### src/rtl/pipe_stage_reg.sv
`default_nettype none
// +----------------------------------------------------------------------------+
// | pipe_stage_reg : valid/ready pipeline register between CPU stages, with    |
// |                  flush, back-pressure and a saturating stall counter.      |
// |                  Define SKID_BUF_EN to add a one-entry skid buffer.        |
// | Revision       : 1.0  initial release                                      |
// +----------------------------------------------------------------------------+
module pipe_stage_reg #(
  parameter int                DATA_W = 32,
  parameter int                PC_W   = 32,
  parameter logic [PC_W-1:0]   PC_RST = 32'h0000_3000,
  parameter int                CNT_W  = 16
) (
  input  logic              clk,
  input  logic              reset,
  input  logic              flush,
  input  logic              in_valid,
  output logic              in_ready,
  input  logic [PC_W-1:0]   in_pc,
  input  logic [DATA_W-1:0] in_data,
  output logic              out_valid,
  input  logic              out_ready,
  output logic [PC_W-1:0]   out_pc,
  output logic [DATA_W-1:0] out_data,
  output logic [CNT_W-1:0]  stall_cnt
);

  logic              r_out_valid;
  logic [PC_W-1:0]   r_out_pc;
  logic [DATA_W-1:0] r_out_data;
  logic [CNT_W-1:0]  r_stall_cnt;

  logic w_out_xfer;
  logic w_accept;
  logic w_stall;
  logic w_cnt_sat;

  assign w_out_xfer = r_out_valid && out_ready;
  // Entries offered during a flush cycle are dropped, so they never count as accepted.
  assign w_accept   = in_valid && in_ready && !flush;
  assign w_stall    = in_valid && !in_ready && !flush;
  assign w_cnt_sat  = (r_stall_cnt == {CNT_W{1'b1}});

`ifdef SKID_BUF_EN
  logic              r_skid_valid;
  logic [PC_W-1:0]   r_skid_pc;
  logic [DATA_W-1:0] r_skid_data;

  // Registered ready: accepting only depends on skid occupancy, not on out_ready.
  assign in_ready = !r_skid_valid;

  always_ff @(posedge clk) begin
    if (reset || flush) begin
      r_out_valid  <= 1'b0;
      r_out_pc     <= PC_RST;
      r_out_data   <= '0;
      r_skid_valid <= 1'b0;
      r_skid_pc    <= PC_RST;
      r_skid_data  <= '0;
    end else if (w_out_xfer) begin
      if (r_skid_valid) begin
        r_out_pc     <= r_skid_pc;
        r_out_data   <= r_skid_data;
        r_skid_valid <= 1'b0;
      end else if (w_accept) begin
        r_out_pc   <= in_pc;
        r_out_data <= in_data;
      end else begin
        r_out_valid <= 1'b0;
      end
    end else if (w_accept) begin
      if (!r_out_valid) begin
        r_out_valid <= 1'b1;
        r_out_pc    <= in_pc;
        r_out_data  <= in_data;
      end else begin
        r_skid_valid <= 1'b1;
        r_skid_pc    <= in_pc;
        r_skid_data  <= in_data;
      end
    end
  end
`else
  assign in_ready = !r_out_valid || out_ready;

  always_ff @(posedge clk) begin
    if (reset || flush) begin
      r_out_valid <= 1'b0;
      r_out_pc    <= PC_RST;
      r_out_data  <= '0;
    end else if (w_accept) begin
      r_out_valid <= 1'b1;
      r_out_pc    <= in_pc;
      r_out_data  <= in_data;
    end else if (w_out_xfer) begin
      r_out_valid <= 1'b0;
    end
  end
`endif

  always_ff @(posedge clk) begin
    if (reset) begin
      r_stall_cnt <= '0;
    end else if (w_stall && !w_cnt_sat) begin
      r_stall_cnt <= r_stall_cnt + 1'b1;
    end
  end

  assign out_valid = r_out_valid;
  assign out_pc    = r_out_pc;
  assign out_data  = r_out_data;
  assign stall_cnt = r_stall_cnt;

endmodule
`default_nettype wire
### config.mk
export PLATFORM = sky130hd
export DESIGN_NAME = pipe_stage_reg
export DESIGN_NICKNAME = d
export VERILOG_FILES = /design/src/rtl/pipe_stage_reg.sv
export SDC_FILE = /design/constraint.sdc
export NUM_CORES = 1
export LEC_CHECK = 0
export ABC_AREA = 1
export CAP_MARGIN = 30
export CORE_UTILIZATION = 40
export DETAILED_ROUTE_END_ITERATION = 8
export PLACE_DENSITY = 0.78
export SYNTH_ARGS = -nofsm -noshare
export SYNTH_HDL_FRONTEND = slang
export SYNTH_SLANG_ARGS = --single-unit
### constraint.sdc
create_clock -name clk -period 1.6 [get_ports clk]
set_clock_uncertainty 0.05 [all_clocks]
set_input_delay 0.48 -clock clk [delete_from_list [all_inputs] [get_ports clk]]
set_output_delay 0.48 -clock clk [all_outputs]
set_load 0.05 [all_outputs]
Yosys cells after proc, flatten, opt, wreduce, memory -nomap -nowiden
Cells that the tools add are included.

Register bits: 81. Input port bits: 69. Output and inout bits: 82. Logic and storage cells: 21.

Add/subtract/negate cells: 1. Equal/unequal tests: 1. Mux-type cells: 2. Reduce and logical (&&, ||, !) cells: 13.

Operators by type and width (number): $add 16x1->16 const B (1); $eq 16x16->1 const B (1); $logic_and 1x1->1 (6); $logic_not 1->1 (4); $logic_or 1x1->1 (2); $mux 1 (2); $reduce_bool 2->1 (1).

Logic depth before layout (Yosys ltp)
Gate-level depths: netlist (run 1).

Word-level depth: 6. Depth in mapped cells: 9. Gate-level depth less buffers: 9.

Worst setup path after synthesis (run 1)
Ideal clock, no wire load.

Path kind: register to register. Start point: register r_stall_cnt[1], in the netlist stall_cnt[1]. End point: register r_stall_cnt[13], in the netlist stall_cnt[13]. Library setup time: 0.117 ns. Data arrival time: 1.673 ns. Path slack: -0.240 ns. Stages on the path, launching flop included: 8. Path buffers: 1. Period minus slack after synthesis: 1.840 ns. Cell sequence: dfxtp_1 -> ha_1 -> nand2_2 -> nor2_4 -> nand4_2 -> buf_6 -> a21oi_1 -> nor2_1.

Cells in the longest elaborated chain, start to end: 3. Elaborated cells between the ends (all ways): 4. Those cells by class: add/sub (1); eq/ne (1); reduce/logical (2).

Ends and longest elaborated chain: start: declaration (RTL line 31) `logic [CNT_W-1:0] r_stall_cnt;`; start signal: assignment (RTL line 105) `r_stall_cnt <= r_stall_cnt + 1'b1;`; branches (longest 3 deep; another with $add 16x1->16).

Parallel ways; which one is timed is not known. A chain may end at the register's enable or synchronous reset.

Worst setup path after layout (run 1)
Start point: register r_stall_cnt[0], in the netlist stall_cnt[0]. End point: register r_stall_cnt[3], in the netlist stall_cnt[3].

Same word-level chain as after synthesis.

==> results of run 1 <==
## repair_timing
item                                    in CTS  in global routing
pin swaps                                    2                  4
gates resized for setup                      9                 12
buffers inserted                             1                  0
endpoints found under the setup margin      44                 17
hold buffers                                 0                  0
gates cloned                                 0                  0
## per-layer routing
layer | global-route usage | vias up | routed length [um]
met3 | 0.0911 | 29 | 961
met1 | 0.253 | 1619 | 3830
met4 | 0.130 | 0 | 353
met5 | 0 | - | 0
li1 | - | 1768 | -
met2 | 0.440 | 159 | 5280
## tightest hold or removal path, delay by kind of cell (launching register included)
kind               cells  cell delay (ns)
AOI/OAI and AO/OA      1             0.05
DFF                    1             0.36
and+or+nand+nor        1             0.07
## cell type report
class | count | area, um^2
Timing Repair Buffer | 172 | 2550
Fill cell | 496 | 1690
Sequential cell | 81 | 1650
Multi-Input combinational cell | 331 | 1510
Clock buffer | 13 | 180
Tap cell | 102 | 128
Inverter | 20 | 77.6
Clock inverter | 3 | 21.3
## registers in the layout, indices dropped and copies added (netlist names)
register   flops
stall_cnt     16
out_valid      1
out_pc        32
out_data      32
## power by group
group | leakage (nW) | internal (mW) | total [mW] | switching (mW)
sequential | 0.666 | 2.07 | 2.13 | 0.0602
combinational | 1.63 | 0.448 | 0.867 | 0.419
clock | 0.101 | 0.745 | 1.48 | 0.736
## final timing paths
path,from,end,slack [ns],cells after the start
max,stall_cnt[0]$_SDFFE_PP0P_,stall_cnt[3]$_SDFFE_PP0P_,0.06,8
min reg2reg,stall_cnt[12]$_SDFFE_PP0P_,stall_cnt[12]$_SDFFE_PP0P_,0.47,2
min,stall_cnt[12]$_SDFFE_PP0P_,stall_cnt[12]$_SDFFE_PP0P_,0.47,2
max reg2reg,stall_cnt[0]$_SDFFE_PP0P_,stall_cnt[3]$_SDFFE_PP0P_,0.06,8
## cell usage in the layout, fill, tap and decap left out, drive strengths merged
cell type / n
ha: 1
clkbuf: 13
nand3: 18
buf: 104
dlygate4sd2: 2
nor2: 173
a21oi: 10
nand3b: 1
dlymetal6s2s: 1
nor3: 1
dfxtp: 81
inv: 20
a21boi: 1
clkinvlp: 1
clkdlybuf4s50: 65
nand4: 4
o21ai: 65
clkinv: 2
nand2: 57
## cells by family (layout without fill, tap and decap cells)
logic type                 after synthesis  count (layout)  synth area share
and+or+nand+nor                        254             254             0.324
DFF                                     81              81             0.495
AOI/OAI and AO/OA                       76              76             0.117
buffers and inverters                   42             208            0.0607
adders and majority gates                1               1           0.00382
## stage by stage
stage	total power, mW	instances
finish	4.47	722
global route	4.63	722
CTS	4.50	722
detailed placement	3.04	705
global placement	3.01	705
floorplan	2.52	454
==> results.cfg, run 1 <==
[place]
place_ws_ns = -0.442
buffer_ports.inserted = 150
hpwl_um = 7860
placement.cell_area_um2 = 5860
routabilityCongestion = 0.899

[layout]
finish.instance_area_um2 = 6120
design.final.nets = 685
diodes = 0
areaGrowthSynthToFinish_pct = 86.7
final_core_utilization = 0.783
drive_above_1_share = 0.269

[clock_tree]
ctsHtreeMaxLevel = 3
clk_transition_reported_paths_ns = 0.08
cts_max_path_buffers = 2
clock_latency_on_the_worst_skew_pair_ns = 0.35
clock_tree_from_tritoncts = built
cts_buffers = 9
clock_sinks = 81
clockRootBuffer = clkbuf_8

[pwr]
p_leak_nw = 2.40
ir_worst_vdd_uv = 461
power.density_cell_area_nw_per_um2 = 732

[critical_path]
path_buf_inv = 0
worst_ep_arrival_time_ns = 1.73
cpPeakStageDelay_ns = 0.35
critical_path.cell_chain = ha_2, nand2_2, nor2_4, nand2_1, nor2_4, nor2_1, o21ai_1, nor2_1
required_ns = 1.79
cpMaxStageDelayCell = dfxtp_4
worstSetupEndpointType = flop
worstSetupPathType = flop to flop
worst-path-max-fanout = 6
family_of_cells_with_the_greatest_summed_delay_on_the_critical_path = simple AND/OR/NAND/NOR gates
setup.worst_path.start_class = flop

[synth]
netlist_instances = 454
synthTopCellsByCount = nor2_1 (164), dfxtp_1 (81), o21ai_0 (64)
synth-seq-area-share = 0.495
dominantRegCellSynth = dfxtp_1
synth_async_sr_flop_share = 0
synth.avg_cell_area_um2 = 7.22
synth_largest_type_area_fraction = 0.495
synthesis.area_um2 = 3280
ys_top_cells_by_area = dfxtp_1 (50%), nor2_1 (19%), o21ai_0 (9.8%)
yosys_warnings = 0
post-synth-top-area-cell = dfxtp_1
synth-seq-cells = 81
synthMostInstantiatedCell = nor2_1
number_of_library_cell_types_mapped_by_synthesis = 25
synth_enable_flop_cells = 0
mapped_nets = 524

[floorplan]
io_pins = 151
die_h_um = 92.5
floorplan.die_area_um2 = 8560
initial_utilization = 0.420
die_w_um = 92.5
core_area_um2 = 7810
rows = 32

[routing]
detailroute.via_count = 3575
via_per_inst = 4.95
wl_per_cell_um = 14.4
drc_marker_count_from_the_first_detailed_route_iteration = 113
dr.pass1.iters = 4
drc = 0
postRouteAntennaNets = 0
finalWirelength_um = 10400

[timing]
timing_worst_slew_pin_value_ns = 0.300
setup_violations = 0
slew_headroom = 0.800
finalSetupTns_ns = 0
timing.final.ws_setup_ns = 0.0571
post-route-period-util = 0.964
final_max_slew_viol_count = 0
timing.hold.ws_ns = 0.467
period_needed_ns = 1.54
report.final.hold_viol_count = 0
max_freq_mhz = 648

[status]
status = complete, no violations

[min_path]
hp-class = flop to flop

[global_routing]
grt_antenna_before_repair = 0
grt_start_max_net_pins = 50
grt_first_pass_wirelength_um = 16500
grt_util_all_layers = 0.248
grt_pass1_vias = 3608
grt.overflow.total = 0

[run]
max_cap_violations = 0
Note: power is estimated with default switching activity, not from simulation.
==> run 2: changes to the inputs <==
--- a/config.mk
+++ b/config.mk
@@ -5,11 +5,10 @@
 export SDC_FILE = /design/constraint.sdc
 export NUM_CORES = 1
 export LEC_CHECK = 0
-export ABC_AREA = 1
 export CAP_MARGIN = 30
 export CORE_UTILIZATION = 40
 export DETAILED_ROUTE_END_ITERATION = 8
-export PLACE_DENSITY = 0.78
+export PLACE_DENSITY = 0.8
 export SYNTH_ARGS = -nofsm -noshare
 export SYNTH_HDL_FRONTEND = slang
 export SYNTH_SLANG_ARGS = --single-unit
==> run 2 against run 1 <==
The run now ends with negative setup slack left. Utilization up 8.5 points. Global-route usage grew 2.6 points. Power shrank 7.8%. First-iteration DRC count rose by 49%. Routed wire length increased by 17%. Critical path depth down 1. Largest cell class unchanged.
==> results.cfg, run 2 <==
[global_routing]
grt_first_pass_wirelength_um = 16300
globalRoute.busiestLayer = met2
global_route.usage.met1 = 0.287
grt_util_all_layers = 0.274
grt_antenna_before_repair = 0
grt.met2_usage = 0.514
grt_start_max_net_pins = 54
grt.overflow.total = 0
grt_util_met3 = 0.0877
grt_pass1_vias = 3342

[clock_tree]
cts_buffers = 9
cts.hold.buffers_added = 0
clock_tree_from_tritoncts = built
clockRootBuffer = clkbuf_8
clk_transition_reported_paths_ns = 0.09
cts_max_path_buffers = 2
clock_latency_on_the_worst_skew_pair_ns = 0.34
ctsHtreeMaxLevel = 3
clock_sinks = 81

[synth]
synth_async_sr_flop_share = 0
synthTopCellsByCount = nand2_1 (136), dfxtp_1 (81), a21oi_1 (67)
mapped_nets = 450
synth_enable_flop_cells = 0
synth-compound-area-share = 0.116
dominantRegCellSynth = dfxtp_1
synth-seq-cells = 81
synthesis.area_um2 = 3050
synthAdderAreaFrac = 0.00411
synth-xor-area-share = 0.0316
synth_simple_gate_area_share = 0.276
muxShareOfSynthArea = 0.00369
synthMostInstantiatedCell = nand2_1
number_of_library_cell_types_mapped_by_synthesis = 30
synth_top_family_by_area = simple AND/OR/NAND/NOR gates
post-synth-top-area-cell = dfxtp_1
synth_largest_type_area_fraction = 0.532
ys_top_cells_by_area = dfxtp_1 (53%), nand2_1 (17%), a21oi_1 (11%)
synth.avg_cell_area_um2 = 8.02
synth-seq-area-share = 0.532
yosys_warnings = 0
netlist_instances = 380

[timing]
timing.final.ws_setup_ns = -0.324
final_max_slew_viol_count = 0
setup_violations = 19
post-route-period-util = 1.20
slew_headroom = 0.646
max_freq_mhz = 520
timing.hold.ws_ns = 0.445
unrepaired_setup_endpoints_after_global_routing = true
timing_worst_slew_pin_value_ns = 0.527
report.final.hold_viol_count = 0
period_needed_ns = 1.92

[floorplan]
floorplan.die_area_um2 = 7970
die_h_um = 89.3
initial_utilization = 0.418
rows = 31
die_w_um = 89.3
io_pins = 151
core_area_um2 = 7290

[min_path]
hp-start = out_data[9]$_SDFFE_PP0P_
min_delay_path_depth = 2
hp-class = flop to flop
worst_hold_end = out_data[9]$_SDFFE_PP0P_

[pwr]
power_spent_charging_and_discharging_nets_mw = 1.15
comb_power_share = 0.175
p_sw_frac = 0.278
power.internal_mw = 2.98
power_frac_seq = 0.501
ir_worst_vdd_uv = 582
clock_group_share_of_total_power = 0.325
power.density_cell_area_nw_per_um2 = 651
p_leak_nw = 2.33

[run]
max_cap_violations = 0

[layout]
design.final.nets = 631
fillCellCount = 363
area_used_by_multi_input_combinational_logic_um2 = 1550
final_core_utilization = 0.869
regArea_um2 = 1680
commonest_non_fill_non_tap_cell_in_the_layout = nand2_1
layout.cells.most_common_list = nand2_1 (135), buf_12 (86), clkdlybuf4s50_1 (65), dfxtp_1 (64), a21oi_1 (58)
diodes = 0
finish.instance_area_um2 = 6330
drive_above_1_share = 0.350
areaGrowthSynthToFinish_pct = 108

[critical_path]
critical_path.cell_chain = dlygate4sd2_1, nand4bb_4, buf_4, nor4_1, a21oi_1, a21oi_1, nor2_1
cpPeakStageDelay_ns = 0.50
family_of_cells_with_the_greatest_summed_delay_on_the_critical_path = simple AND/OR/NAND/NOR gates
worst_ep_arrival_time_ns = 2.11
worstSetupPathType = primary input to flop
r2r_setup_slack_ns = -0.27
setup.worst_path.start_class = primary input
worstRegToRegCells = 7
worstSetupEndpointType = flop
most_used_cell_along_the_critical_path = a21oi_1
cpMaxStageDelayCell = nor4_1
required_ns = 1.78
rr_startpoint = stall_cnt[0]$_SDFFE_PP0P_
worst-path-max-fanout = 3
regToRegEndpoint = stall_cnt[12]$_SDFFE_PP0P_
path_buf_inv = 2

[routing]
postRouteAntennaNets = 0
drc = 0
via_per_inst = 5.19
finalWirelength_um = 12200
drc_marker_count_from_the_first_detailed_route_iteration = 168
detailroute.via_count = 3449
dr.pass1.iters = 4
wl_per_cell_um = 18.3

[status]
status = finished with violations
failed_checks = negative setup slack

[place]
place_ws_ns = -0.679
buffer_ports.inserted = 150
routabilityCongestion = 0.828
placement.cell_area_um2 = 5790
hpwl_um = 7510
==> run 2: cell count changes in the layout (fill, tap and decap cells not counted), moves of 7 or more <==
cell     change
buf_4       +14
a21oi_1     +50
xnor2_1      +9
o21ai_0     -59
nor2_2       -7
nand2_1     +86
nand3_1     -14
inv_1       -15
a21oi_2      +7
nor2_1     -139
dfxtp_4     +14
nor2_4       -7
dfxtp_2     -12
==> run 2: area by class of cell <==
class / instances / area share
multi-input combinational: 272 / 0.244
clock inverter: 6 / 0.00672
inverter: 2 / 0.00119
timing repair buffer: 195 / 0.443
sequential: 81 / 0.266
clock buffer: 10 / 0.0201
tap: 99 / 0.0196
==> run 2: worst register-to-register path, stage by stage (launching register included) <==
cell     delay (ns)
dfxtp_4        0.38
ha_4           0.15
nand3_4        0.08
buf_6          0.13
nor4_1         0.49
a21oi_1        0.19
a21oi_1        0.23
nor2_1         0.07
==> run 2: repair_timing <==
action,in CTS,in global routing
resized for setup,23,23
cloned,0,4
endpoints found under the hold margin,0,0
buffers inserted,6,4
pin swaps,14,13
setup endpoints to repair,79,38
==> run 2: layer usage <==
layer / routed length (um) / share of wire / up-vias
met5: 0 / 0 / -
met4: 353 / 0.029 / 0
met3: 811 / 0.066 / 29
met2: 6620 / 0.54 / 176
met1: 4410 / 0.36 / 1643
li1: - / - / 1601
==> run 2: logic make-up (layout without fill, tap and decap cells) <==
| logic type | count (synthesis) | count (layout) |
|---|---|---|
| AOI/OAI and AO/OA | 70 | 70 |
| muxes | 1 | 1 |
| adders and majority gates | 1 | 1 |
| buffers and inverters | 27 | 213 |
| xor gates and xnor gates | 11 | 11 |
| and+or+nand+nor | 189 | 189 |
| DFF | 81 | 81 |
==> run 2: worst max path at each step <==
stage / depth (start not counted) / start / slack [ns] / to
finish: 7 / flush / -0.32 / stall_cnt[12]$_SDFFE_PP0P_
global route: 7 / flush / -0.37 / stall_cnt[12]$_SDFFE_PP0P_
CTS: 7 / stall_cnt[0]$_SDFFE_PP0P_ / -0.10 / stall_cnt[13]$_SDFFE_PP0P_
detailed placement: 6 / out_ready / -0.68 / stall_cnt[13]$_SDFFE_PP0P_
global placement: 6 / out_ready / -0.61 / stall_cnt[13]$_SDFFE_PP0P_
floorplan: 5 / stall_cnt[12]$_SDFFE_PP0P_ / -0.21 / stall_cnt[13]$_SDFFE_PP0P_
==> run 2: through the flow <==
step                cells  TNS [ns]  power, mW
CTS                   657    -0.262       4.07
detailed placement    636    -35.75       2.77
floorplan             380    -0.848       2.36
global route          665     -3.42       4.29
finish                665     -2.12       4.12
global placement      636    -31.48       2.75
==> run 2: power groups by stage <==
| stage | clock network (mW) | logic [mW] | registers [mW] |
|---|---|---|---|
| 2_1_floorplan | 0 | 0.139 | 2.22 |
| 3_3_place_gp | 0 | 0.646 | 2.11 |
| 3_5_place_dp | 0 | 0.660 | 2.11 |
| 4_1_cts | 1.34 | 0.666 | 2.06 |
| 5_1_grt | 1.46 | 0.755 | 2.07 |
| 6_report | 1.34 | 0.720 | 2.06 |
